`src/rtl/mini_src_ctrl_pkg.sv`:
```
// Shared definitions for the Mini SRC control sequencer: opcodes, FSM states,
// and the packed control word handed from the decoder to the datapath pins.
package mini_src_ctrl_pkg;

  localparam logic [4:0] OP_LD   = 5'b00000;
  localparam logic [4:0] OP_LDI  = 5'b00001;
  localparam logic [4:0] OP_ST   = 5'b00010;
  localparam logic [4:0] OP_ADD  = 5'b00011;
  localparam logic [4:0] OP_SUB  = 5'b00100;
  localparam logic [4:0] OP_AND  = 5'b00101;
  localparam logic [4:0] OP_OR   = 5'b00110;
  localparam logic [4:0] OP_ADDI = 5'b01100;
  localparam logic [4:0] OP_ANDI = 5'b01101;
  localparam logic [4:0] OP_ORI  = 5'b01110;
  localparam logic [4:0] OP_BR   = 5'b10010;
  localparam logic [4:0] OP_NOP  = 5'b11000;
  localparam logic [4:0] OP_HALT = 5'b11011;

  localparam logic [3:0] MEM_TIMEOUT_DEF = 4'd15;

  typedef enum logic [3:0] {
    ST_RST, ST_F0, ST_F1, ST_F2, ST_T3, ST_T4, ST_T5, ST_T6, ST_T7,
    ST_HALT, ST_WAIT_STEP
  } state_e;

  typedef struct packed {
    logic       gra;
    logic       grb;
    logic       grc;
    logic       rin;
    logic       rout;
    logic       ba_out;
    logic       c_out;
    logic       pc_out;
    logic       inc_pc;
    logic       pc_in;
    logic       mar_in;
    logic       mdr_in;
    logic       mdr_out;
    logic       read;
    logic       write;
    logic       y_in;
    logic       z_in;
    logic       zlow_out;
    logic       ir_in_en;
    logic       con_in;
    logic [4:0] alu_op;
    logic       run;
    logic       illegal_op;
  } ctrl_t;

  function automatic logic is_rtype(input logic [4:0] op);
    return (op == OP_ADD) || (op == OP_SUB) || (op == OP_AND) || (op == OP_OR);
  endfunction

  function automatic logic is_itype(input logic [4:0] op);
    return (op == OP_ADDI) || (op == OP_ANDI) || (op == OP_ORI);
  endfunction

  function automatic logic is_mem_addr(input logic [4:0] op);
    return (op == OP_LDI) || (op == OP_LD) || (op == OP_ST);
  endfunction

  function automatic logic is_known(input logic [4:0] op);
    return is_rtype(op) || is_itype(op) || is_mem_addr(op) ||
           (op == OP_BR) || (op == OP_NOP) || (op == OP_HALT);
  endfunction

endpackage

```
`src/rtl/ctrl_decode.sv`:
```
// Combinational Moore decode: (state, opcode, con_ff) -> full control word.
module ctrl_decode
  import mini_src_ctrl_pkg::*;
(
  input  state_e     state,
  input  logic [4:0] opcode,
  input  logic       con_ff,
  output ctrl_t      ctrl
);

  always_comb begin
    ctrl     = '0;
    ctrl.run = (state != ST_RST) && (state != ST_HALT) && (state != ST_WAIT_STEP);
    unique case (state)
      ST_F0: begin
        ctrl.pc_out = 1'b1;
        ctrl.mar_in = 1'b1;
        ctrl.inc_pc = 1'b1;
        ctrl.z_in   = 1'b1;
      end
      ST_F1: begin
        ctrl.zlow_out = 1'b1;
        ctrl.pc_in    = 1'b1;
        ctrl.read     = 1'b1;
        ctrl.mdr_in   = 1'b1;
      end
      ST_F2: begin
        ctrl.mdr_out  = 1'b1;
        ctrl.ir_in_en = 1'b1;
      end
      ST_T3: begin
        if (is_rtype(opcode) || is_itype(opcode)) begin
          ctrl.grb  = 1'b1;
          ctrl.rout = 1'b1;
          ctrl.y_in = 1'b1;
        end else if (is_mem_addr(opcode)) begin
          ctrl.grb    = 1'b1;
          ctrl.ba_out = 1'b1;
          ctrl.y_in   = 1'b1;
        end else if (opcode == OP_BR) begin
          ctrl.gra    = 1'b1;
          ctrl.rout   = 1'b1;
          ctrl.con_in = 1'b1;
        end else if (!is_known(opcode)) begin
          ctrl.illegal_op = 1'b1;
        end
      end
      ST_T4: begin
        if (is_rtype(opcode)) begin
          ctrl.grc    = 1'b1;
          ctrl.rout   = 1'b1;
          ctrl.alu_op = opcode;
          ctrl.z_in   = 1'b1;
        end else if (is_itype(opcode)) begin
          ctrl.c_out  = 1'b1;
          ctrl.alu_op = opcode;
          ctrl.z_in   = 1'b1;
        end else if (is_mem_addr(opcode)) begin
          ctrl.c_out  = 1'b1;
          ctrl.alu_op = OP_ADD;
          ctrl.z_in   = 1'b1;
        end else if (opcode == OP_BR) begin
          ctrl.pc_out = 1'b1;
          ctrl.y_in   = 1'b1;
        end
      end
      ST_T5: begin
        if (is_rtype(opcode) || is_itype(opcode) || (opcode == OP_LDI)) begin
          ctrl.zlow_out = 1'b1;
          ctrl.gra      = 1'b1;
          ctrl.rin      = 1'b1;
        end else if ((opcode == OP_LD) || (opcode == OP_ST)) begin
          ctrl.zlow_out = 1'b1;
          ctrl.mar_in   = 1'b1;
        end else if (opcode == OP_BR) begin
          ctrl.c_out  = 1'b1;
          ctrl.alu_op = OP_ADD;
          ctrl.z_in   = 1'b1;
        end
      end
      ST_T6: begin
        if (opcode == OP_LD) begin
          ctrl.read   = 1'b1;
          ctrl.mdr_in = 1'b1;
        end else if (opcode == OP_ST) begin
          // read stays low so the MDR captures the bus, not memory
          ctrl.gra    = 1'b1;
          ctrl.rout   = 1'b1;
          ctrl.mdr_in = 1'b1;
        end else if (opcode == OP_BR) begin
          ctrl.zlow_out = 1'b1;
          ctrl.pc_in    = con_ff;
        end
      end
      ST_T7: begin
        if (opcode == OP_LD) begin
          ctrl.mdr_out = 1'b1;
          ctrl.gra     = 1'b1;
          ctrl.rin     = 1'b1;
        end else if (opcode == OP_ST) begin
          ctrl.write = 1'b1;
        end
      end
      default: ;
    endcase
  end

endmodule

```
`src/rtl/control_sequencer.sv`:
```
// Mini SRC multi-cycle control unit: fetch F0..F2, execute T3..T7, memory
// wait with timeout. Optional SINGLE_STEP_EN adds a step input and WAIT_STEP.
module control_sequencer
  import mini_src_ctrl_pkg::*;
#(
  parameter logic [3:0] MEM_TIMEOUT = MEM_TIMEOUT_DEF
) (
  input  logic        clock,
  input  logic        reset_n,
  input  logic [31:0] ir_in,
  input  logic        con_ff,
  input  logic        mem_ready,
`ifdef SINGLE_STEP_EN
  input  logic        step,
`endif
  output logic        gra,
  output logic        grb,
  output logic        grc,
  output logic        rin,
  output logic        rout,
  output logic        ba_out,
  output logic        c_out,
  output logic        pc_out,
  output logic        inc_pc,
  output logic        pc_in,
  output logic        mar_in,
  output logic        mdr_in,
  output logic        mdr_out,
  output logic        read,
  output logic        write,
  output logic        y_in,
  output logic        z_in,
  output logic        zlow_out,
  output logic        ir_in_en,
  output logic        con_in,
  output logic [4:0]  alu_op,
  output logic        run,
  output logic        illegal_op,
  output logic        mem_err,
  output state_e      dbg_state
);

  // Memory handshake: a wait state holds its strobes until a cycle with
  // mem_ready=1 at the rising edge, which completes the access and advances.
  state_e     state_q, state_d, done_state;
  logic [3:0] cnt_q, cnt_d;
  logic       mem_err_q, mem_err_d;
  logic       mem_wait;
  logic [4:0] opcode;
  ctrl_t      ctrl;
  logic       unused_ir;

  assign opcode    = ir_in[31:27];
  assign unused_ir = ^ir_in[26:0];

`ifdef SINGLE_STEP_EN
  logic step_q, step_d, step_rise;
  assign step_d     = step;
  assign step_rise  = step & ~step_q;
  assign done_state = ST_WAIT_STEP;
`else
  assign done_state = ST_F0;
`endif

  always_ff @(posedge clock or negedge reset_n) begin
    if (!reset_n) begin
      state_q   <= ST_RST;
      cnt_q     <= '0;
      mem_err_q <= 1'b0;
`ifdef SINGLE_STEP_EN
      step_q    <= 1'b0;
`endif
    end else begin
      state_q   <= state_d;
      cnt_q     <= cnt_d;
      mem_err_q <= mem_err_d;
`ifdef SINGLE_STEP_EN
      step_q    <= step_d;
`endif
    end
  end

  assign mem_wait = (state_q == ST_F1) ||
                    ((state_q == ST_T6) && (opcode == OP_LD)) ||
                    ((state_q == ST_T7) && (opcode == OP_ST));

  always_comb begin
    state_d   = state_q;
    cnt_d     = '0;
    mem_err_d = mem_err_q;
    unique case (state_q)
      ST_RST:  state_d = ST_F0;
      ST_F0:   state_d = ST_F1;
      ST_F1:   if (mem_ready) state_d = ST_F2;
      ST_F2:   state_d = ST_T3;
      ST_T3: begin
        if (opcode == OP_HALT)     state_d = ST_HALT;
        else if (opcode == OP_NOP) state_d = done_state;
        else if (!is_known(opcode)) state_d = ST_F0;
        else                       state_d = ST_T4;
      end
      ST_T4:   state_d = ST_T5;
      ST_T5: begin
        if ((opcode == OP_LD) || (opcode == OP_ST) || (opcode == OP_BR)) state_d = ST_T6;
        else                                                          state_d = done_state;
      end
      ST_T6: begin
        if (opcode == OP_BR)      state_d = done_state;
        else if (opcode == OP_ST) state_d = ST_T7;
        else if (mem_ready)       state_d = ST_T7;
      end
      ST_T7: if (mem_ready) state_d = done_state;
      ST_HALT: state_d = ST_HALT;
      ST_WAIT_STEP: begin
`ifdef SINGLE_STEP_EN
        if (step_rise) state_d = ST_F0;
`else
        state_d = ST_F0;
`endif
      end
      default: state_d = ST_RST;
    endcase

    // Timeout overrides the stay-in-place decision of any wait state.
    if (mem_wait && !mem_ready) begin
      if (cnt_q == (MEM_TIMEOUT - 4'd1)) begin
        state_d   = ST_HALT;
        mem_err_d = 1'b1;
      end else begin
        cnt_d = cnt_q + 4'd1;
      end
    end
  end

  ctrl_decode u_decode (
    .state  (state_q),
    .opcode (opcode),
    .con_ff (con_ff),
    .ctrl   (ctrl)
  );

  assign gra        = ctrl.gra;
  assign grb        = ctrl.grb;
  assign grc        = ctrl.grc;
  assign rin        = ctrl.rin;
  assign rout       = ctrl.rout;
  assign ba_out     = ctrl.ba_out;
  assign c_out      = ctrl.c_out;
  assign pc_out     = ctrl.pc_out;
  assign inc_pc     = ctrl.inc_pc;
  assign pc_in      = ctrl.pc_in;
  assign mar_in     = ctrl.mar_in;
  assign mdr_in     = ctrl.mdr_in;
  assign mdr_out    = ctrl.mdr_out;
  assign read       = ctrl.read;
  assign write      = ctrl.write;
  assign y_in       = ctrl.y_in;
  assign z_in       = ctrl.z_in;
  assign zlow_out   = ctrl.zlow_out;
  assign ir_in_en   = ctrl.ir_in_en;
  assign con_in     = ctrl.con_in;
  assign alu_op     = ctrl.alu_op;
  assign run        = ctrl.run;
  assign illegal_op = ctrl.illegal_op;
  assign mem_err    = mem_err_q;
  assign dbg_state  = state_q;

endmodule
```
`config.mk`:
```
export PLATFORM = sky130hd
export DESIGN_NAME = control_sequencer
export DESIGN_NICKNAME = d
export VERILOG_FILES = /design/src/rtl/mini_src_ctrl_pkg.sv /design/src/rtl/ctrl_decode.sv /design/src/rtl/control_sequencer.sv
export SDC_FILE = /design/constraint.sdc
export NUM_CORES = 1
export LEC_CHECK = 0
export CAP_MARGIN = 20
export CORE_UTILIZATION = 34
export DETAILED_ROUTE_END_ITERATION = 12
export GPL_ROUTABILITY_DRIVEN = 0
export PLACE_DENSITY = 0.74
export SETUP_SLACK_MARGIN = 0.02
export SLEW_MARGIN = 20
export SYNTH_ARGS = -nofsm -noshare
export SYNTH_HDL_FRONTEND = slang
export SYNTH_SLANG_ARGS = --single-unit
```
`constraint.sdc`:
```
create_clock -name clock -period 1.88 [get_ports clock]
set_input_delay 0.376 -clock clock [delete_from_list [all_inputs] [get_ports clock]]
set_output_delay 0.376 -clock clock [all_outputs]
set_load 0.02 [all_outputs]
```
==> impl_metrics.toml, run 1 <==
[hold_path]
hold_class = "primary input to asynchronous set/reset pin"

[placed_design]
dp_hpwl_um = 3203
portBuffers = 39
placed_cell_area_um2 = 1963

[routing]
wl_met2_um = 2444
wl_per_cell_um = 16.26
antenna_left = 0
dr.pass1.iters = 8
drt_wl_total_um = 4667
drc_errors = 0
top_layer = "met4"
dr.first_iter.drc_count = 87
met3_length_um = 314
vias = 1640
drt-met1-wl_um = 1881
vias_per_cell = 5.714

[floorplan]
die_height_um = 59.78
dieArea_um2 = 3573
ios = 68
rows = 20
die_width_um = 59.78
core-area_um2 = 3103
initial_core_util_pct = 36.57

[yosys]
ys.flop_type = "dfrtp_1"
ys_types = 52
synth_most_common_cell = "nand2_1"
yosysTopAreaCell = "dfrtp_1"
ys_seq_elements = 9
ys_warn_count = 0
yosys-top-cells-count = "15 x nand2_1, 12 x nor3_1, 10 x nor2_1"
synth_area_leaders = "dfrtp_1 20%, nor3_1 5.3%, nand2_1 5.0%"
netlist_instances = 156
synth.cell_area_um2 = 1135
synth_nets = 194
syn_avg_cell_area_um2 = 7.275
synth_edf_count = 0
synthArstFlopShare_pct = 100.0
seq_area_frac_synth_pct = 19.85
synth_top_area_share_pct = 19.85

[critical_path]
cp.arrival_ns = 1.75
cp.required_ns = 1.50
critPathSlowestCell = "or4b_4"
cp_max_fo = 5
crit_family = "simple AND/OR/NAND/NOR gates"
crit_buf_inv = 1
path_class = "flip-flop to output port"
critPathCaptureType = "output port"
cpPeakStageDelay_ns = 0.56
worstPathCellList = "or4b_4 -> o22ai_1 -> a21oi_1 -> o22ai_2 -> buf_6"
startpoint_type = "flip-flop"

[timing]
timing.final.ws_setup_ns = -0.2473
drv_slew = 0
fin_crit_ns = 2.127
setup_viol = 27
rsz0062_at_grt = "true"
whs_ns = 0.4151
finClkSkew_ns = 0.003228
min_period_over_period_pct = 113.2
fmax_mhz = 470.1
hold_viol = 0
finalSetupTns_ns = -3.773

[clock_tree]
clockRootBuffer = "clkbuf_4"
clk-insertion-delay-late_ns = 0.25
cts.clk_slew.worst_paths_ns = 0.06
cts.path.max_buffers = 2
cts.sinks = 9
hold_buffers = 0
cts_made_buffers = 3
htreeDepth = 1
cts_tree = "done"

[pwr]
power_leakage_uw = 0.001015
total_power_uw = 2289
share_comb_of_total_power_pct = 79.3
power_density_nw_per_um2 = 1010
sequentialPowerShare_pct = 14.4
vdd_drop_max_mv = 0.8885
p_sw_uw = 1066
p_int_uw = 1223
clkPwrFrac_pct = 6.3
switching_share_pct = 46.56

[run]
max_cap_violations = 0

[cells_and_area]
ff_latch_area_um2 = 230.2
diodes = 0
fin_area_um2 = 2267
fill_cells = 237
multiInputGateArea_um2 = 1049
fin_util_pct = 73.06
drive_gt1_share_pct = 59.26
nets = 282
syn2layout_area_growth_pct = 99.78

[global_route]
grt-ovfl-total = 0
grt_max_degree = 11
track_usage_pct = 26.05
first_global_vias = 1587
antenna_found_initial = 0
grt_pass1_wl_um = 7065

[outcome]
status = "finished with violations"
violations = "setup timing"
per-layer routing:
metal  vias up  GRT usage [%]
met1       812          31.49
met3         4          4.113
met4         0          8.638
li1        751              -
met2        73          46.51
met5         -              0
power by group through the flow:
stage,Combinational (uW),Clock [uW],Sequential [uW]
2_1_floorplan,774,0,336
3_3_place_gp,1490,0,308
3_5_place_dp,1520,0,314
4_1_cts,1660,148,322
5_1_grt,1920,154,333
6_report,1820,144,329
path summary, 6_finish.rpt:
kind	from	end	slack, ns	depth (start not counted)
hold / removal	reset_n	cnt_q[1]$_DFF_PN0_	0.42	1
min in group clock	mem_err$_DFFE_PN0P_	mem_err$_DFFE_PN0P_	0.47	1
setup / recovery	dbg_state[0]$_DFF_PN0_	rout	-0.25	5
hold reg to reg	mem_err$_DFFE_PN0P_	mem_err$_DFFE_PN0P_	0.47	1
max in group asynchronous	reset_n	dbg_state[1]$_DFF_PN0_	1.15	1
setup reg to reg	dbg_state[0]$_DFF_PN0_	dbg_state[3]$_DFF_PN0_	-0.07	5
worst register-to-register path: stages (launching register included):
cell and delay [ns]:
dfrtp_2 0.45, or4b_1 0.70, buf_4 0.21, nor3_1 0.21, a21oi_1 0.14, o311ai_1 0.12
cell families after synthesis:
kind of cell	after synthesis	share of synthesized area, %
multiplexers	2	2.977
AO/OA/AOI/OAI	45	27.12
buffers and inverters	23	8.488
flip-flops	9	19.85
XOR/XNOR	1	0.7719
adder cells (fa/ha/maj)	2	2.205
AND/OR/NAND/NOR	73	38.26
other	1	0.3304
cell type report:
type                       instances  share of cell area (%)
sequential                         9                   10.15
timing repair buffer              99                   38.85
inverter                           7                   1.159
clock buffer                       4                   1.159
multi-input combinational        124                   46.25
tap                               44                   2.428
timing repair:
| action | 4_1_cts | 5_1_grt |
|---|---|---|
| gates resized for setup | 185 | 17 |
| buffers inserted | 11 | 4 |
| pin swaps | 22 | 9 |
| endpoints found under the setup margin | 32 | 30 |
| cloned | 1 | 0 |
flip-flops by register name, summed over array words and instances (netlist names):
signal and flops:
cnt_q 4, dbg_state 4, mem_err 1
placed cells by master (no fill, tap or decap), drive strengths merged, types with 6 or more instances in the layout:
cell	synthesis	final
inv	7	7
a21oi	6	6
clkdlybuf4s50	0	7
buf	7	89
nand2b	6	6
nor3	14	14
o21ai	10	10
nand2	15	15
nor2	10	10
dfrtp	9	9
through the flow:
| step | std cells | worst slack [ns] |
|---|---|---|
| after global placement | 268 | -0.9827 |
| after global routing | 287 | -0.2920 |
| after detailed placement | 268 | -1.002 |
| after floorplan | 156 | -0.1465 |
| after CTS | 284 | -0.2458 |
| final | 287 | -0.2473 |
Power figures use the tool's default switching activity.
==> run 2, diff against run 1 <==
- CORE_MARGIN: not set -> 10
==> impl_metrics.toml, run 2 (same netlist as run 1, synthesis figures left out) <==
[clock_tree]
cts_made_buffers = 3
clockRootBuffer = "clkbuf_4"
cts_tree = "done"
cts.sinks = 9
htreeDepth = 1
cts.clk_slew.worst_paths_ns = 0.06
hold_buffers = 0
cts.path.max_buffers = 2
clk-insertion-delay-late_ns = 0.27

[global_route]
antenna_found_initial = 0
grt_pass1_wl_um = 8811
track_usage_pct = 17.36
grt_max_degree = 20
grt-ovfl-total = 0
first_global_vias = 1813

[critical_path]
cp.required_ns = 1.50
critPathCaptureType = "output port"
reg2reg_from = "dbg_state[1]$_DFF_PN0_"
path_class = "flip-flop to output port"
startpoint_type = "flip-flop"
r2r_cells = 6
cp.arrival_ns = 1.82
reg2reg_to = "dbg_state[1]$_DFF_PN0_"
cp_max_fo = 7
regToRegSetupSlack_ns = -0.09

[pwr]
switching_share_pct = 46.69
power_density_nw_per_um2 = 1076
p_int_uw = 1431
share_comb_of_total_power_pct = 82.2
sequentialPowerShare_pct = 12.2
p_sw_uw = 1253
clkPwrFrac_pct = 5.7
power_leakage_uw = 0.001110
vdd_drop_max_mv = 0.9109

[cells_and_area]
drive_gt1_share_pct = 66.27
layout_common_cells = "57 x buf_4, 39 x buf_6, 11 x nand2_1"
fin_area_um2 = 2496
fin_cells = 299
diodes = 0
final_common_cell = "buf_4"
syn2layout_area_growth_pct = 120.0
nets = 294

[routing]
dr.pass1.iters = 4
wl_per_cell_um = 21.02
vias = 1782
drt_wl_total_um = 6284
antenna_left = 0
dr.first_iter.drc_count = 136
drc_errors = 0
vias_per_cell = 5.960

[floorplan]
dieArea_um2 = 6049
core-area_um2 = 3128
die_height_um = 77.78
die_width_um = 77.78
ios = 68
rows = 20
initial_core_util_pct = 36.28

[placed_design]
portBuffers = 39
dp_hpwl_um = 3540
place_inst = 270
placed_cell_area_um2 = 1978

[timing]
rsz0062_at_grt = "true"
finClkSkew_ns = 0.004777
drv_slew = 0
hold_viol = 0
min_period_over_period_pct = 117.0
setup_viol = 31
timing.final.ws_setup_ns = -0.3201
fin_crit_ns = 2.200
fmax_mhz = 454.5
finalSetupTns_ns = -5.410

[hold_path]
hold_class = "primary input to asynchronous set/reset pin"

[outcome]
violations = "setup timing"
status = "finished with violations"

[run]
max_cap_violations = 0
==> run 2: cell count changes in the layout (fill, tap and decap cells not counted), sizes merged <==
cell           delta
buf              +11
clkdlybuf4s50     -2
dlymetal6s2s      +1
clkdlybuf4s15     +2
==> run 2: area by class of cell <==
cell class,instances,area [um2]
clock buffer,4,26.28
timing repair buffer,111,1012
inverter,7,26.28
sequential,9,230.2
multi-input combinational,124,1146
fill,178,631.9
tap,44,55.05
==> run 2: repair_timing <==
| action | CTS | global route |
|---|---|---|
| setup endpoints to repair | 32 | 37 |
| pin swaps | 30 | 11 |
| cloned | 1 | 0 |
| buffers inserted | 14 | 10 |
| gates resized for setup | 204 | 29 |
==> run 2: critical path, stage by stage (launching register included) <==
cell,delay (ns)
dfrtp_2,0.44
buf_6,0.14
buf_4,0.13
buf_6,0.13
nand3b_1,0.29
buf_4,0.22
o21ai_2,0.06
buf_6,0.14
==> run 2: power by group through the flow <==
stage,Sequential [uW],Clock [uW],Combinational (uW)
2_1_floorplan,336,0,774
3_3_place_gp,320,0,1510
3_5_place_dp,321,0,1530
4_1_cts,322,154,1860
5_1_grt,333,165,2310
6_report,327,152,2210
==> run 2: worst max-delay path by stage <==
stage / depth (start not counted) / startpoint / end / slack [ns]
2_1_floorplan: 6 / dbg_state[3]$_DFF_PN0_ / rout / -0.15
3_3_place_gp: 5 / ir_in[27] / mdr_out / -0.98
3_5_place_dp: 5 / ir_in[27] / mdr_out / -1.00
4_1_cts: 4 / dbg_state[1]$_DFF_PN0_ / mdr_out / -0.26
5_1_grt: 7 / dbg_state[1]$_DFF_PN0_ / mar_in / -0.34
6_report: 7 / dbg_state[1]$_DFF_PN0_ / mar_in / -0.32
==> run 2: through the flow <==
stage	setup WS, ns	power, uW	hold slack (ns)	utilization, %
6_report	-0.3201	2685	0.3963	79.80
5_1_grt	-0.3421	2807	0.4208	79.80
4_1_cts	-0.2584	2334	0.3920	73.92
3_5_place_dp	-1.003	1853	0.4597	63.24
3_3_place_gp	-0.9849	1826	0.4489	63.24
2_1_floorplan	-0.1465	1111	0.08041	-
==> run 2: layer usage <==
layer / GRT usage [%] / up-vias / part of all wire, %
li1: - / 777 / -
met5: 0 / - / 0
met2: 29.60 / 93 / 49
met1: 19.39 / 894 / 39
met4: 8.759 / 0 / 3.0
met3: 4.608 / 18 / 8.6
